File: src/rtl/lbr_drain_engine.sv
`default_nettype none
// ============================================================================
// Module   : lbr_drain_engine
// Brief    : Walks the last-branch-record ring newest-to-oldest. It reads the
//            FROM/TO word pair for each entry through the LBR read port and
//            emits each pair on a valid/ready stream.
// Options  : LBR_DRAIN_FREEZE_EN - when defined, lbr_freeze follows busy so
//            the LBR stops recording for the whole drain. When undefined,
//            lbr_freeze is tied low.
// Revision : 1.0 - initial release
// ============================================================================
module lbr_drain_engine #(
    parameter int DATA_WIDTH = 64,
    parameter int LBR_SIZE   = 16
) (
    input  logic                        clk,
    input  logic                        rst_n,
    input  logic                        start,
    input  logic [$clog2(LBR_SIZE):0]   start_count,
    output logic                        lbr_rd_req,
    output logic [$clog2(LBR_SIZE)+1:0] lbr_rd_addr,
    input  logic [DATA_WIDTH-1:0]       lbr_rd_data,
    output logic                        lbr_freeze,
    output logic                        out_valid,
    input  logic                        out_ready,
    output logic [DATA_WIDTH-1:0]       out_from,
    output logic [DATA_WIDTH-1:0]       out_to,
    output logic [$clog2(LBR_SIZE)-1:0] out_age,
    output logic                        out_last,
    output logic                        busy,
    output logic                        done
);

    localparam int c_iw = $clog2(LBR_SIZE);
    localparam int c_cw = c_iw + 1;
    localparam int c_aw = c_iw + 2;

    // The TOS word lives at 1 << (c_aw-1). The FROM bank is 2'b00 and the TO bank is 2'b01.
    localparam logic [c_aw-1:0] c_tos_addr = {2'b10, {c_iw{1'b0}}};
    localparam logic [c_cw-1:0] c_size     = c_cw'(LBR_SIZE);
    localparam logic [c_iw-1:0] c_max_rem  = c_iw'(LBR_SIZE - 1);

    typedef enum logic [2:0] {
        S_IDLE    = 3'd0,
        S_RD_TOS  = 3'd1,
        S_RD_FROM = 3'd2,
        S_RD_TO   = 3'd3,
        S_EMIT    = 3'd4,
        S_DONE    = 3'd5
    } state_t;

    state_t          r_state;
    logic [c_iw-1:0] r_idx;
    logic [c_iw-1:0] r_remaining;

    logic            w_clamp;
    logic [c_iw-1:0] w_rem_init;
    logic [c_iw-1:0] w_idx_next;
    logic [c_iw-1:0] w_tos_idx;

    // A zero or oversized count drains the whole ring. The remaining counter starts at count-1.
    assign w_clamp    = (start_count == '0) || (start_count > c_size);
    assign w_rem_init = w_clamp ? c_max_rem : c_iw'(start_count - 1'b1);
    // Step to the next-older entry. The wrap from 0 to LBR_SIZE-1 comes from the power-of-two width.
    assign w_idx_next = r_idx - 1'b1;
    assign w_tos_idx  = lbr_rd_data[c_iw-1:0];

    // This is the drain sequencer. Each output is registered, so it changes together with the state.
    always_ff @(posedge clk or negedge rst_n) begin
        if (!rst_n) begin
            r_state     <= S_IDLE;
            r_idx       <= '0;
            r_remaining <= '0;
            lbr_rd_req  <= 1'b0;
            lbr_rd_addr <= '0;
            out_valid   <= 1'b0;
            out_from    <= '0;
            out_to      <= '0;
            out_age     <= '0;
            out_last    <= 1'b0;
            busy        <= 1'b0;
            done        <= 1'b0;
        end else begin
            case (r_state)
                S_IDLE: begin
                    if (start) begin
                        r_state     <= S_RD_TOS;
                        r_remaining <= w_rem_init;
                        lbr_rd_req  <= 1'b1;
                        lbr_rd_addr <= c_tos_addr;
                        busy        <= 1'b1;
                    end
                end
                S_RD_TOS: begin
                    // Snapshot the newest index once. The walk then ignores any later TOS movement.
                    r_state     <= S_RD_FROM;
                    r_idx       <= w_tos_idx;
                    out_age     <= '0;
                    lbr_rd_addr <= {2'b00, w_tos_idx};
                end
                S_RD_FROM: begin
                    r_state     <= S_RD_TO;
                    out_from    <= lbr_rd_data;
                    lbr_rd_addr <= {2'b01, r_idx};
                end
                S_RD_TO: begin
                    r_state     <= S_EMIT;
                    out_to      <= lbr_rd_data;
                    lbr_rd_req  <= 1'b0;
                    lbr_rd_addr <= '0;
                    out_valid   <= 1'b1;
                    out_last    <= (r_remaining == '0);
                end
                S_EMIT: begin
                    if (out_ready) begin
                        out_valid <= 1'b0;
                        out_last  <= 1'b0;
                        if (r_remaining == '0) begin
                            r_state <= S_DONE;
                            done    <= 1'b1;
                        end else begin
                            r_state     <= S_RD_FROM;
                            r_idx       <= w_idx_next;
                            r_remaining <= r_remaining - 1'b1;
                            out_age     <= out_age + 1'b1;
                            lbr_rd_req  <= 1'b1;
                            lbr_rd_addr <= {2'b00, w_idx_next};
                        end
                    end
                end
                S_DONE: begin
                    // busy drops together with done. A new start is accepted from the next cycle.
                    r_state <= S_IDLE;
                    done    <= 1'b0;
                    busy    <= 1'b0;
                end
                default: begin
                    r_state     <= S_IDLE;
                    lbr_rd_req  <= 1'b0;
                    lbr_rd_addr <= '0;
                    out_valid   <= 1'b0;
                    out_last    <= 1'b0;
                    busy        <= 1'b0;
                    done        <= 1'b0;
                end
            endcase
        end
    end

`ifdef LBR_DRAIN_FREEZE_EN
    // Hold off LBR recording for the whole drain so that the snapshot stays coherent.
    assign lbr_freeze = busy;
`else
    assign lbr_freeze = 1'b0;
`endif

endmodule
`default_nettype wire

File: config.mk
export PLATFORM = sky130hd
export DESIGN_NAME = lbr_drain_engine
export DESIGN_NICKNAME = d
export VERILOG_FILES = /design/src/rtl/lbr_drain_engine.sv
export SDC_FILE = /design/constraint.sdc
export NUM_CORES = 1
export LEC_CHECK = 0
export BUFFER_PORTS_ARGS = -buffer_cell sky130_fd_sc_hd__buf_2
export CAP_MARGIN = 10
export CORE_ASPECT_RATIO = 2
export CORE_UTILIZATION = 50
export CTS_CLUSTER_SIZE = 30
export DETAILED_ROUTE_END_ITERATION = 10
export GPL_TIMING_DRIVEN = 1
export PLACE_DENSITY = 0.76
export SKIP_CTS_REPAIR_TIMING = 1
export SYNTH_ARGS = -nofsm -noshare
export SYNTH_HDL_FRONTEND = slang
export SYNTH_SLANG_ARGS = --single-unit
File: constraint.sdc
create_clock -name clk -period 2.09 [get_ports clk]
set_input_delay 0.3135 -clock clk [delete_from_list [all_inputs] [get_ports clk]]
set_output_delay 0.3135 -clock clk [all_outputs]
set_load 0.03 [all_outputs]
==> impl_results.md, run 1 <==
* Mux cell area share after synthesis at 23.2%
* Synth Area in Compound Gates at 5.91%
* Gp weighted congestion at a little under 0.9
* Worst Tran Pin Value at ~620 ps
* Die Area at 13100 um2
* Die W at 81.3 um
* Final instance area at roughly 8000 um2
* Met1 WL at ~5.1 mm
* CTS clk-pin slew, worst paths at 70 ps
* Largest family of logic cells by synthesized area: multiplexers
* Post-synth EDFFs at 0
* Post-synth net total at 505
* Max Cap Viol at 0
* GRT Overall Usage at ~25%
* Sink Count at 154
* Detailed Place HPWL at 11.2 mm
* Boundary Pins at about 220
* Clock skew at approximately 13 ps
* Placement Rows at 57
* Final ANT Viol Nets at 0
* # setup viols final at 0
* Placed Area at 7580 um2
* Simple-gate share of the synthesized area at 5.21%
* Via count at approximately 4500
* Initial core utilization at 51.6%
* Pre-Repair DR Iteration Count at 4
* WP data required at 2390 ps
* Synth Cell Area at 6290 um2
* Die Y at 161 um
* Worst Path Arrival at 2230 ps
* Xor and xnor fraction of the mapped netlist area at 0.696%
* Area share of fa/ha/maj cells after synthesis at 0.795%
* Vias in the first global route at 5046
* Reg2Reg Launch Point: r_remaining[0]
* Worst r2r path cells at 6
* Capture point of the worst reg-to-reg path: lbr_rd_addr[3]
* PwrDens at 2020 nW/um2
* Yosys warning count at 0
* Max_slew headroom at 58.9%
* Slowest stage cell, crit path: or3b_4
* Yosys top cell by area: dfrtp_1
* Syn avg cell area at 14.7 um2
* Crit path cell chain: inv_1 -> ha_1 -> or3b_4 -> and2_4 -> o221a_1 -> a211o_1
* Period minus WS final at 1930 ps
* Hold Path Stages at 2
* CTS Root Cell: clkbuf_16
* Status: complete, no violations
* DR WL met3 at about 690 um
* IO buf count at between 200 and 250
* Synth top area share at ~61%
* Reg2Reg Setup Slack at 160 ps
* NumNets Final at between 700 and 800
* Share of cells above drive strength 1 at 60.3%
* Max clock buf depth at 2
* Post-synthesis sequential area ratio at 61.2%
* Final Power at roughly 17 mW
* H-tree depth at 4
* DRT iter0 DRCs at 172
* Top Metal Used: met4
* Final hold vios at 0
* Leak at 3.93 nW
* Via density at 5.51
* RSZ-0062 raised after global routing: no
* Family with the most delay on the worst path: simple AND/OR/NAND/NOR gates
* Met2 WL post-DR at 8.46 mm
* WL final at 15.1 mm
* Critical Path Sink Type: flip-flop
* Final Max Slew Viols at 0
* Hold EP: out_to[9]
* Count leader, synth: dfrtp_1
* Post-synth top cells: dfrtp_1, mux2_2, buf_2, nand2_1, nor2_1
* Synth Register Bits at 154
* Worst setup SP type: flip-flop
* Hold Crit Start: lbr_rd_data[9]
* Clock Latency Late Sink at 420 ps
* Top_reg_cell synth: dfrtp_1
* VDD IR max at 1.17 mV
* Crit-path max FO at 7
* Core Box Area at 12200 um2
* Grt ovf at 0
* Initial antenna violation count at 1
* Min-delay worst type: input pin to flip-flop
* Area growth, synth to finish at 30.4%
* CP bufs+invs at 1
* DRC at 0
* CTS buffer count at 17
* Fin crit share at 92.1%
* Synth Instances at 428
* Netlist cell types at 61
* Fmax at 519 MHz
* Avg WL per Cell at 18.5 um
* Synth async-reset ratio at 100%
* CTS tree: yes
* Largest stage delay, worst path at roughly 460 ps
* First-pass GRT wire length at 24.2 mm
* CP Class: flip-flop to flip-flop
* Setup TNS at 0 ps
* Largest net degree at the start of global routing at 67
* Main area contributors after synthesis: dfrtp_1, mux2_2, buf_2
[cells by family after synthesis]
group / Yosys count
AO/OA/AOI/OAI: 47
XOR/XNOR: 5
adder cells (fa/ha/maj): 4
buffers and inverters: 32
flip-flops: 154
multiplexers: 130
other: 1
AND/OR/NAND/NOR: 55
[worst register-to-register path, delay by kind of cell (launching register included)]
family,cells,cell delay (ps)
AND/OR/NAND/NOR,2,650
AO/OA/AOI/OAI,2,450
flip-flops,1,380
adder cells (fa/ha/maj),1,240
buffers and inverters,1,90
[placed cells by master (no fill, tap or decap), types with 5 or more instances in the layout]
cell type	instances
nand3_1	6
nor2_1	12
buf_2	214
buf_4	11
mux2_2	128
inv_1	8
clkbuf_16	17
nand2_1	11
a21oi_1	9
o2bb2ai_1	5
dfrtp_1	154
[power breakdown]
group	switching [mW]	internal, mW
sequential	0.891	4.48
combinational	5.02	3.07
clock	1.31	1.81
total	7.22	9.36
[worst max path at each step]
stage	slack [ps]	to	cells past startpoint	startpoint
3_5_place_dp	110	lbr_rd_addr[3]	6	r_remaining[0]
2_1_floorplan	250	lbr_rd_addr[3]	7	r_remaining[0]
3_3_place_gp	160	lbr_rd_addr[3]	6	r_remaining[0]
4_1_cts	90	lbr_rd_addr[3]	6	r_remaining[0]
6_report	160	lbr_rd_addr[3]	6	r_remaining[0]
5_1_grt	60	lbr_rd_addr[5]	6	r_remaining[0]
[state kept, by name, indices dropped and copies added, names as in the netlist]
signal and count:
lbr_rd_addr 6, out_from 64, out_to 64, r_state 3, out_valid 1, busy 1, r_idx 4, lbr_rd_req 1
r_remaining 4, done 1, out_last 1, out_age 4
[stage by stage]
stage / setup slack [ps] / cells / utilization, % / hold WS, ps
finish: 165 / 816 / 67.3 / 135
floorplan: 254 / 428 / - / 17.9
global placement: 158 / 782 / 62.1 / 328
detailed placement: 107 / 782 / 62.1 / 348
CTS: 88.3 / 814 / 67.1 / -106
global route: 59.7 / 815 / 67.3 / 122
[layer usage]
metal / up-vias / global-route usage (%)
met1: 2278 / 24.2
met2: 158 / 44.3
li1: 1999 / -
met4: 0 / 16.4
met3: 58 / 6.25
met5: - / 0
[final cells by class]
type                    instances  area [um2]
diodes                          1        2.50
clock buffers                  18         429
clock inverters                14         178
fillers                       902        3990
inverters                       9        33.8
multi-input cells             242        2270
flip-flops and latches        154        3850
well taps                     147         184
repair buffers                231        1250
Power figures use the tool's default switching activity.
==> inputs of run 2 (changes only) <==
- ABC_AREA: not set -> 1
- CAP_MARGIN: 10 -> 25
==> impl_results.md, run 2 <==
* Die W at 81.2 um (was 81.3 um)
* Regs by FF count: out_from: 64 flops, out_to: 64 flops, lbr_rd_addr: 6 flops (unchanged)
* Top_reg_cell synth: dfrtp_1 (unchanged)
* Core Box Area at 12200 um2 (unchanged)
* Largest stage delay, worst path at 540 ps (was 460 ps)
* CP Class: flip-flop to flip-flop (unchanged)
* Leak at 4.53 nW (was 3.93 nW)
* Fin crit share at 75.5% (was 92.1%)
* Main area contributors after synthesis: dfrtp_1, nand2_1, o21ai_0 (was dfrtp_1, mux2_2, buf_2)
* Final instance area at 8060 um2 (was 8210 um2)
* Status: complete, no violations (unchanged)
* CTS clk-pin slew, worst paths at 70 ps (about the same)
* Commonest non-fill, non-tap cell in the layout: buf_2 (unchanged)
* WL final at 14.7 mm (was 15.1 mm)
* GR Util met3 at 5.40% (was 6.25%)
* Die Area at 13000 um2 (was 13100 um2)
* Hold WS at 152 ps (was 135 ps)
* CTS buffer count at 17 (unchanged)
* Most frequent cells in the layout: buf_2, nand2_1, dfrtp_1 (was buf_2, dfrtp_1, mux2_2)
* Clock skew at 10.8 ps (was 13.2 ps)
* Synth async-reset ratio at 100% (unchanged)
* Slowest stage cell, crit path: dfrtp_1 (was or3b_4)
* Netlist cell types at 29 (was 61)
* Post-synth EDFFs at 0 (unchanged)
* Share of cells above drive strength 1 at 30.2% (was 60.3%)
* VDD IR max at 1.07 mV (was 1.17 mV)
* Clock Latency Late Sink at 420 ps (about the same)
* Post-synth top cells: nand2_1, dfrtp_1, o21ai_0 (was dfrtp_1, mux2_2, buf_2, nand2_1, nor2_1)
* Fmax at 634 MHz (was 519 MHz)
* Worst setup SP type: flip-flop (unchanged)
* Pre-Repair DR Iteration Count at 4 (unchanged)
* Synth top area share at 61.4% (was 61.2%)
* M1 GR Usage at 27.0% (was 24.2%)
* DRT iter0 DRCs at 236 (was 172)
* Crit-path max FO at 32 (was 7)
* Yosys top cell by area: dfrtp_1 (unchanged)
* Yosys warning count at 0 (unchanged)
* CTS tree: yes (unchanged)
* GR Util met2 at 41.6% (was 44.3%)
* RSZ-0062 raised after global routing: no (unchanged)
* WP data required at 2410 ps (was 2390 ps)
* Placement Rows at 57 (unchanged)
* Min-delay worst type: input pin to flip-flop (unchanged)
* Crit path cell chain: nor2_2 -> nand2_4 -> buf_4 -> nand2_1 -> o21ai_0 (was inv_1 -> ha_1 -> or3b_4 -> and2_4 -> o221a_1 -> a211o_1)
* Via count at 5138 (was 4493)
* Initial antenna violation count at 1 (unchanged)
* Grt ovf at 0 (unchanged)
* Vias in the first global route at 5121 (was 5046)
* Count leader, synth: nand2_1 (was dfrtp_1)
* Placed Area at 7480 um2 (was 7580 um2)
* Critical Path Sink Type: flip-flop (unchanged)
* GRT Overall Usage at 24.5% (was 24.9%)
* Area growth, synth to finish at 28.5% (was 30.4%)
* IO buf count at 215 (unchanged)
* Post-synthesis sequential area ratio at 61.4% (was 61.2%)
* DRC at 0 (unchanged)
* Max Cap Viol at 0 (unchanged)
* Avg WL per Cell at 14.0 um (was 18.5 um)
* First-pass GRT wire length at 23.9 mm (was 24.2 mm)
* Sink Count at 154 (unchanged)
* Largest net degree at the start of global routing at 77 (was 67)
* Final Max Slew Viols at 0 (unchanged)
* NumNets Final at 971 (was 732)
* Synth Cell Area at 6270 um2 (was 6290 um2)
* H-tree depth at 4 (unchanged)
* Reg2Reg Setup Slack at 510 ps (was 160 ps)
* CTS Root Cell: clkbuf_16 (unchanged)
* Via density at 4.87 (was 5.51)
* PwrDens at 1920 nW/um2 (was 2020 nW/um2)
* Syn avg cell area at 9.17 um2 (was 14.7 um2)
* Detailed Place HPWL at 10.7 mm (was 11.2 mm)
* Final core utilization at 66.1% (was 67.3%)
* Initial core utilization at 51.4% (was 51.6%)
* Post-synth net total at 761 (was 505)
* Boundary Pins at 217 (unchanged)
* Period minus WS final at 1580 ps (was 1930 ps)
* Final hold vios at 0 (unchanged)
* Synth Register Bits at 154 (unchanged)
* # setup viols final at 0 (unchanged)
* Setup TNS at 0 ps (unchanged)
* Synth Instances at 684 (was 428)
* Final ANT Viol Nets at 0 (unchanged)
* Die Y at 160 um (was 161 um)
* Gp weighted congestion at 0.844 (was 0.889)
* Worst Path Arrival at 1900 ps (was 2230 ps)
* Max clock buf depth at 2 (unchanged)
* Top Usage Layer GRT: met2 (unchanged)
run 2: cell count changes in the layout (fill, tap and decap cells not counted), sizes merged, moves of 5 or more:
cell / before / now
nor2: 12 / 23
nor3: 5 / 0
a21oi: 10 / 2
o2bb2ai: 5 / 0
nand3: 6 / 14
mux2: 128 / 0
o21ai: 4 / 150
buf: 230 / 222
inv: 16 / 97
nand2: 12 / 202
run 2: path summary, 6_finish.rpt:
check / start / endpoint / cells after the start
setup / recovery: r_state[2] / out_from[62] / 5
hold / removal: lbr_rd_data[11] / out_to[11] / 3
setup reg to reg: r_state[2] / out_from[62] / 5
hold reg to reg: out_valid / out_valid / 2
max in group asynchronous: rst_n / out_to[0] / 3
min in group asynchronous: rst_n / out_from[36] / 2
run 2: metal layers:
| metal | part of all wire, % | vias up | wire (um) |
|---|---|---|---|
| met1 | 37 | 2343 | 5520 |
| li1 | - | 2563 | - |
| met3 | 4.8 | 44 | 712 |
| met2 | 53 | 188 | 7760 |
| met5 | 0 | - | 0 |
| met4 | 5.0 | 0 | 732 |
run 2: worst max-delay path: cells and delay by family (launching register included):
| family | cells | cell delay (ps) |
|---|---|---|
| flip-flops | 1 | 540 |
| AND/OR/NAND/NOR | 3 | 480 |
| buffers and inverters | 1 | 370 |
| AO/OA/AOI/OAI | 1 | 110 |
run 2: logic make-up after synthesis:
kind of cell / share of synthesized area (%)
compound gates: 12.6
buf+inv: 8.40
fa+ha+maj: 0.798
other cells: 0.0598
simple gates: 16.4
flops: 61.4
xor+xnor: 0.279
run 2: layout make-up:
cell class	instances	area, um2
Multi-Input combinational cell	408	1900
Tap cell	147	184
Antenna cell	1	2.50
Fill cell	1038	4140
Sequential cell	154	3850
Clock buffer	18	429
Clock inverter	14	136
Timing Repair Buffer	223	1210
Inverter	90	340
run 2: where the power goes:
group,internal (mW),leakage [nW],switching [mW]
registers,4.42,1.90,0.799
clock network,1.67,0.273,1.27
logic,2.03,2.35,5.26
run 2: stage by stage:
step / cells / power, mW / setup slack, ps
2_1_floorplan: 684 / 10.4 / 745
3_3_place_gp: 1021 / 12.4 / 557
3_5_place_dp: 1021 / 12.6 / 492
4_1_cts: 1053 / 15.6 / 477
5_1_grt: 1055 / 16.5 / 307
6_report: 1055 / 15.5 / 513
